[src/rtl/trap_uop_gen.sv]
// Trap micro-op generator between ROB commit and the trap handler: commit traps, hang timeouts, NX debug lookups.
// Latency: one cycle from sampled event to OUT_valid; all outputs registered.
// Backpressure: OUT_stall holds ROB commit from issue of a redirecting uop until a flush (IN_branchTaken) returns.
//
// Ports:
//   clk, rst                      clock, asynchronous active-high reset
//   IN_commitTrap/Retire          committing uop needs trap service / some uop retired this cycle
//   IN_flags, IN_rd, IN_*SqN      fields of the committing uop
//   IN_fetchID/Offs, IN_compressed location of the committing uop
//   IN_headValid, IN_head*        ROB head valid and its sequence/location fields
//   IN_branchTaken                any flush observed
//   IN_disableTimeout             suppresses timeout and debug uops (counter still runs, saturating)
//   OUT_valid, OUT_timeout, OUT_* issued uop (fields hold when OUT_valid=0)
//   OUT_stall                     blocks ROB commit while waiting for the flush
module trap_uop_gen #(
   parameter int TIMEOUT_CYCLES = 4096,
   parameter int SQN_W          = 7,
   parameter int FID_W          = 4,
   parameter int FOFF_W         = 3
) (
   input  logic              clk,
   input  logic              rst,
   input  logic              IN_commitTrap,
   input  logic              IN_commitRetire,
   input  logic [3:0]        IN_flags,
   input  logic [4:0]        IN_rd,
   input  logic [SQN_W-1:0]  IN_sqN,
   input  logic [SQN_W-1:0]  IN_storeSqN,
   input  logic [SQN_W-1:0]  IN_loadSqN,
   input  logic [FID_W-1:0]  IN_fetchID,
   input  logic [FOFF_W-1:0] IN_fetchOffs,
   input  logic              IN_compressed,
   input  logic              IN_headValid,
   input  logic [SQN_W-1:0]  IN_headSqN,
   input  logic [SQN_W-1:0]  IN_headStoreSqN,
   input  logic [SQN_W-1:0]  IN_headLoadSqN,
   input  logic [FID_W-1:0]  IN_headFetchID,
   input  logic [FOFF_W-1:0] IN_headFetchOffs,
   input  logic              IN_headCompressed,
   input  logic              IN_branchTaken,
   input  logic              IN_disableTimeout,
   output logic              OUT_valid,
   output logic              OUT_timeout,
   output logic [3:0]        OUT_flags,
   output logic [4:0]        OUT_rd,
   output logic [SQN_W-1:0]  OUT_sqN,
   output logic [SQN_W-1:0]  OUT_storeSqN,
   output logic [SQN_W-1:0]  OUT_loadSqN,
   output logic [FID_W-1:0]  OUT_fetchID,
   output logic [FOFF_W-1:0] OUT_fetchOffs,
   output logic              OUT_compressed,
   output logic              OUT_stall
);

   localparam int              CNT_W    = $clog2(TIMEOUT_CYCLES);
   localparam logic [CNT_W-1:0] CNT_MAX  = CNT_W'(TIMEOUT_CYCLES - 1);
   localparam logic [CNT_W-1:0] CNT_DBG  = CNT_W'(TIMEOUT_CYCLES / 2 - 1);
   localparam logic [3:0]       FLAGS_NX = 4'hF;

   typedef enum logic {IDLE, WAIT_FLUSH} state_t;

   state_t              state_q, state_d;
   logic [CNT_W-1:0]    cnt_q, cnt_d;
   logic                valid_q, valid_d;
   logic                timeout_q, timeout_d;
   logic                stall_q, stall_d;
   logic [3:0]          flags_q, flags_d;
   logic [4:0]          rd_q, rd_d;
   logic [SQN_W-1:0]    sqn_q, sqn_d;
   logic [SQN_W-1:0]    ssqn_q, ssqn_d;
   logic [SQN_W-1:0]    lsqn_q, lsqn_d;
   logic [FID_W-1:0]    fid_q, fid_d;
   logic [FOFF_W-1:0]   foffs_q, foffs_d;
   logic                comp_q, comp_d;

   // Head is stuck this cycle; "armed" additionally allows a timeout/debug uop.
   logic stuck, armed;
   assign stuck = IN_headValid && !IN_commitRetire && !IN_branchTaken;
   assign armed = stuck && !IN_disableTimeout;

   always_comb begin
      state_d   = state_q;
      cnt_d     = cnt_q;
      valid_d   = 1'b0;
      timeout_d = 1'b0;
      flags_d   = flags_q;
      rd_d      = rd_q;
      sqn_d     = sqn_q;
      ssqn_d    = ssqn_q;
      lsqn_d    = lsqn_q;
      fid_d     = fid_q;
      foffs_d   = foffs_q;
      comp_d    = comp_q;
      case (state_q)
         IDLE: begin
            if (IN_commitTrap) begin
               valid_d = 1'b1;
               flags_d = IN_flags;
               rd_d    = IN_rd;
               sqn_d   = IN_sqN;
               ssqn_d  = IN_storeSqN;
               lsqn_d  = IN_loadSqN;
               fid_d   = IN_fetchID;
               foffs_d = IN_fetchOffs;
               comp_d  = IN_compressed;
               state_d = WAIT_FLUSH;
               cnt_d   = '0;
            end else begin
               // Timeout and debug uops both describe the ROB head.
               if (armed && (cnt_q == CNT_MAX || cnt_q == CNT_DBG)) begin
                  valid_d   = 1'b1;
                  timeout_d = (cnt_q == CNT_MAX);
                  flags_d   = FLAGS_NX;
                  rd_d      = '0;
                  sqn_d     = IN_headSqN;
                  ssqn_d    = IN_headStoreSqN;
                  lsqn_d    = IN_headLoadSqN;
                  fid_d     = IN_headFetchID;
                  foffs_d   = IN_headFetchOffs;
                  comp_d    = IN_headCompressed;
               end
               if (armed && cnt_q == CNT_MAX) begin
                  state_d = WAIT_FLUSH;
                  cnt_d   = '0;
               end else if (stuck) begin
                  // Only reachable at CNT_MAX with timeouts disabled: saturate, never wrap.
                  cnt_d = (cnt_q == CNT_MAX) ? cnt_q : cnt_q + CNT_W'(1);
               end else begin
                  cnt_d = '0;
               end
            end
         end
         WAIT_FLUSH: begin
            cnt_d = '0;
            if (IN_branchTaken) state_d = IDLE;
         end
         default: begin
            state_d = IDLE;
            cnt_d   = '0;
         end
      endcase
      stall_d = (state_d == WAIT_FLUSH);
   end

   always_ff @(posedge clk or posedge rst) begin
      if (rst) begin
         state_q   <= IDLE;
         cnt_q     <= '0;
         valid_q   <= 1'b0;
         timeout_q <= 1'b0;
         stall_q   <= 1'b0;
         flags_q   <= '0;
         rd_q      <= '0;
         sqn_q     <= '0;
         ssqn_q    <= '0;
         lsqn_q    <= '0;
         fid_q     <= '0;
         foffs_q   <= '0;
         comp_q    <= 1'b0;
      end else begin
         state_q   <= state_d;
         cnt_q     <= cnt_d;
         valid_q   <= valid_d;
         timeout_q <= timeout_d;
         stall_q   <= stall_d;
         flags_q   <= flags_d;
         rd_q      <= rd_d;
         sqn_q     <= sqn_d;
         ssqn_q    <= ssqn_d;
         lsqn_q    <= lsqn_d;
         fid_q     <= fid_d;
         foffs_q   <= foffs_d;
         comp_q    <= comp_d;
      end
   end

   assign OUT_valid      = valid_q;
   assign OUT_timeout    = timeout_q;
   assign OUT_stall      = stall_q;
   assign OUT_flags      = flags_q;
   assign OUT_rd         = rd_q;
   assign OUT_sqN        = sqn_q;
   assign OUT_storeSqN   = ssqn_q;
   assign OUT_loadSqN    = lsqn_q;
   assign OUT_fetchID    = fid_q;
   assign OUT_fetchOffs  = foffs_q;
   assign OUT_compressed = comp_q;

endmodule

[config.mk]
export PLATFORM = sky130hd
export DESIGN_NAME = trap_uop_gen
export DESIGN_NICKNAME = d
export VERILOG_FILES = /design/src/rtl/trap_uop_gen.sv
export SDC_FILE = /design/constraint.sdc
export NUM_CORES = 1
export LEC_CHECK = 0
export CORE_MARGIN = 5
export CORE_UTILIZATION = 30
export CTS_CLUSTER_SIZE = 20
export DETAILED_ROUTE_END_ITERATION = 8
export GPL_TIMING_DRIVEN = 0
export MAX_ROUTING_LAYER = met4
export SYNTH_ARGS = -nofsm -noshare
export SYNTH_HDL_FRONTEND = slang
export SYNTH_SLANG_ARGS = --single-unit
[constraint.sdc]
create_clock -name clk -period 5.7 [get_ports clk]
set_clock_uncertainty 0.05 [all_clocks]
set_input_delay 1.425 -clock clk [delete_from_list [all_inputs] [get_ports clk]]
set_output_delay 1.425 -clock clk [all_outputs]
set_load 0.02 [all_outputs]
==> out/metrics.cfg <==
[layout]
areaGrowthSynthToFinish_pct = 51.1
nFillCells = 832
drive_above_1_share_pct = 5.00
fin_cells = 508
fin_nets = 474
n_antenna_cell = 0

[clock_network]
clockRootBuffer = clkbuf_8
cts.clk_slew.worst_paths_ps = 100
cts_resized = 0
clock-sinks = 53
cts_tree = yes
cts_buffer_depth = 2
htreeDepth = 2
cts_hold_buf = 0
cts-buffers-inserted = 5
insertion_delay_ps = 310
cts_setup_buffers = 0

[pwr]
power.switching_uw = 408
netSwitchingFraction_pct = 34.2
internal_power_uw = 785
vdd_drop_max_mv = 0.125
powerDensity_mw_per_mm2 = 293
power_mw = 1.19
p_comb_share_pct = 39.5
seqPwrFrac_pct = 42.6
leakagePower_nw = 1.54
pwr-share-clk_pct = 17.9

[min_path]
hold_path_startpoint = OUT_flags[1]
hp-class = register to register

[sta]
final-setup-viol-count = 0
worst_pin_slew_ps = 752
timing.max_slew.rel_slack_pct = 49.4
rsz0062_at_grt = no
period_share_pct = 63.2
max_freq_mhz = 278
period_minus_slack_ps = 3600
hold_violations = 0
final_max_slew_viol_count = 0
tns_ps = 0

[logic_synthesis]
ys_warn_count = 0
yosysSeqAreaShare_pct = 49.3
postSynthAreaPerCell_sq_um = 9.72
async_flop_share_pct = 100
yosysTopAreaCell = dfrtp_1
ys_ff_latch = 53
synth-edff-count = 0
yosys.cell_types.count = 41
syn_inst = 277
synth_top_cell_area_share_pct = 49.3
synth_flop_cell = dfrtp_1
syn_nets = 352
yosys-top-cells-area = dfrtp_1 49%, nand3_1 16%, a22oi_1 7.8%
syn-cell-area_sq_mm = 0.00269

[floorplanning]
row_count = 34
dieArea_sq_mm = 0.0110
start_util_pct = 30.9
die_y_um = 105
io_pins = 115
coreArea_sq_mm = 0.00872
chipWidth_um = 105

[worst_setup_path]
path_max_fanout = 10
worstSetupPathType = input port to register
critical_path.startpoint_type = input port
worstReg2RegStart = cnt_q[0]
cp.arrival_ps = 3800
critPathRequiredTime_ps = 5900
end_kind = register
crit_start = IN_branchTaken

[placed_design]
dp.cells = 500
place.gp.congestion = 0.834
portBuffers = 114
dp_hpwl_um = 6520

[detailed_routing]
viasPerCell = 5.33
first_pass_iters = 4
totalWireLength_um = 8910
drtAntennaViolNets = 0
wl_per_cell_um = 17.5
drc = 0
dr.first_iter.drc_count = 104
vias = 2710

[global_routing]
grt_pass1_vias = 2779
grt_start_max_net_pins = 36
grt_usage_pct = 16.1
overflow = 0
grt_pass1_wl_um = 14300
antenna_found_initial = 0

[outcome]
status = finished, final reports clean

[job]
max-cap-violations = 0

flip-flops by register name, summed over array words and instances, names as in the netlist:
name	flops
OUT_loadSqN	7
OUT_stall	1
OUT_fetchOffs	3
OUT_timeout	1
OUT_storeSqN	7
OUT_rd	5
OUT_fetchID	4
cnt_q	12
OUT_flags	4
OUT_valid	1
OUT_compressed	1
OUT_sqN	7
cell usage after synthesis (2+ instances only):
| master | count |
|---|---|
| a31oi_1 | 4 |
| o31a_1 | 2 |
| nand4_1 | 3 |
| a311oi_1 | 4 |
| clkbuf_1 | 19 |
| nor2_1 | 3 |
| buf_1 | 4 |
| nand3_1 | 88 |
| inv_1 | 7 |
| o311ai_0 | 4 |
| o22a_1 | 6 |
| nor4_1 | 2 |
| a22o_1 | 5 |
| mux2i_1 | 8 |
| buf_2 | 2 |
| a22oi_1 | 28 |
| nand2b_1 | 3 |
| nand3b_1 | 5 |
| dfrtp_1 | 53 |
| inv_2 | 2 |
| nand2_1 | 4 |
| or2_2 | 2 |
area by class of cell:
cell class / instances / area (sq um) / area share, %
timing repair buffer: 115 / 1160 / 28.5
clock buffer: 8 / 80.1 / 1.97
multi-input combinational: 189 / 1220 / 30.1
inverter: 9 / 33.8 / 0.831
sequential: 53 / 1330 / 32.6
tap: 108 / 135 / 3.32
buffer: 26 / 108 / 2.65
cell families after synthesis:
kind of cell             synth area share, %
adder cells (fa/ha/maj)                0.465
flip-flops                              49.3
XOR/XNOR                               0.325
AND/OR/NAND/NOR                         23.9
multiplexers                            3.39
AO/OA/AOI/OAI                           17.4
buffers and inverters                   5.25
metrics by stage:
step	setup slack [ps]	util, %	area [sq um]	hold WS (ps)
final	2100	46.6	4070	468
after global routing	1890	46.6	4070	491
after CTS	2080	46.6	4070	469
after detailed placement	1760	45.7	3990	440
after global placement	1740	45.5	3970	439
after floorplan	2540	-	2690	462
power groups by stage:
stage,Clock [mW],Sequential [mW],Combinational (mW)
floorplan,0,0.604,0.131
global placement,0,0.511,0.473
detailed placement,0,0.515,0.477
CTS,0.221,0.508,0.479
global route,0.241,0.519,0.504
finish,0.214,0.508,0.471
worst paths after layout:
| path | end | slack [ps] | depth (start not counted) |
|---|---|---|---|
| worst max-delay path | OUT_loadSqN[0] | 2100 | 6 |
| worst min-delay path | OUT_flags[1] | 470 | 1 |
| worst max register to register | OUT_loadSqN[0] | 3070 | 6 |
| worst min register to register | OUT_flags[1] | 470 | 1 |
| max in group asynchronous | cnt_q[8] | 3670 | 3 |
| min in group asynchronous | OUT_rd[2] | 1380 | 2 |
cells in the final DEF, fill, tap and decap left out, types with 5 or more instances in the layout:
cell,count
clkdlybuf4s50_1,114
inv_1,6
mux2i_1,8
a22o_1,5
nand3_1,88
a22oi_1,28
nand3b_1,5
clkbuf_8,5
o22a_1,6
clkbuf_1,22
dfrtp_1,53
worst max-delay path: stages:
cell             delay (ps)
clkdlybuf4s50_1         480
or4b_4                  570
nor4_1                  590
clkbuf_1                470
nand3_1                 140
nand3_1                 110
metal layers:
layer  routed length, um  share of wire (%)  up-vias  global-route usage, %
li1                    -                  -     1292                      -
met1                4190                 47     1310                   21.9
met2                4090                 46       99                   24.4
met3                 566                6.4        9                   4.50
met4                  68               0.76        0                   2.56
met5                   0                  0        -                      -
No activity file was read; power rests on OpenSTA's default activity.
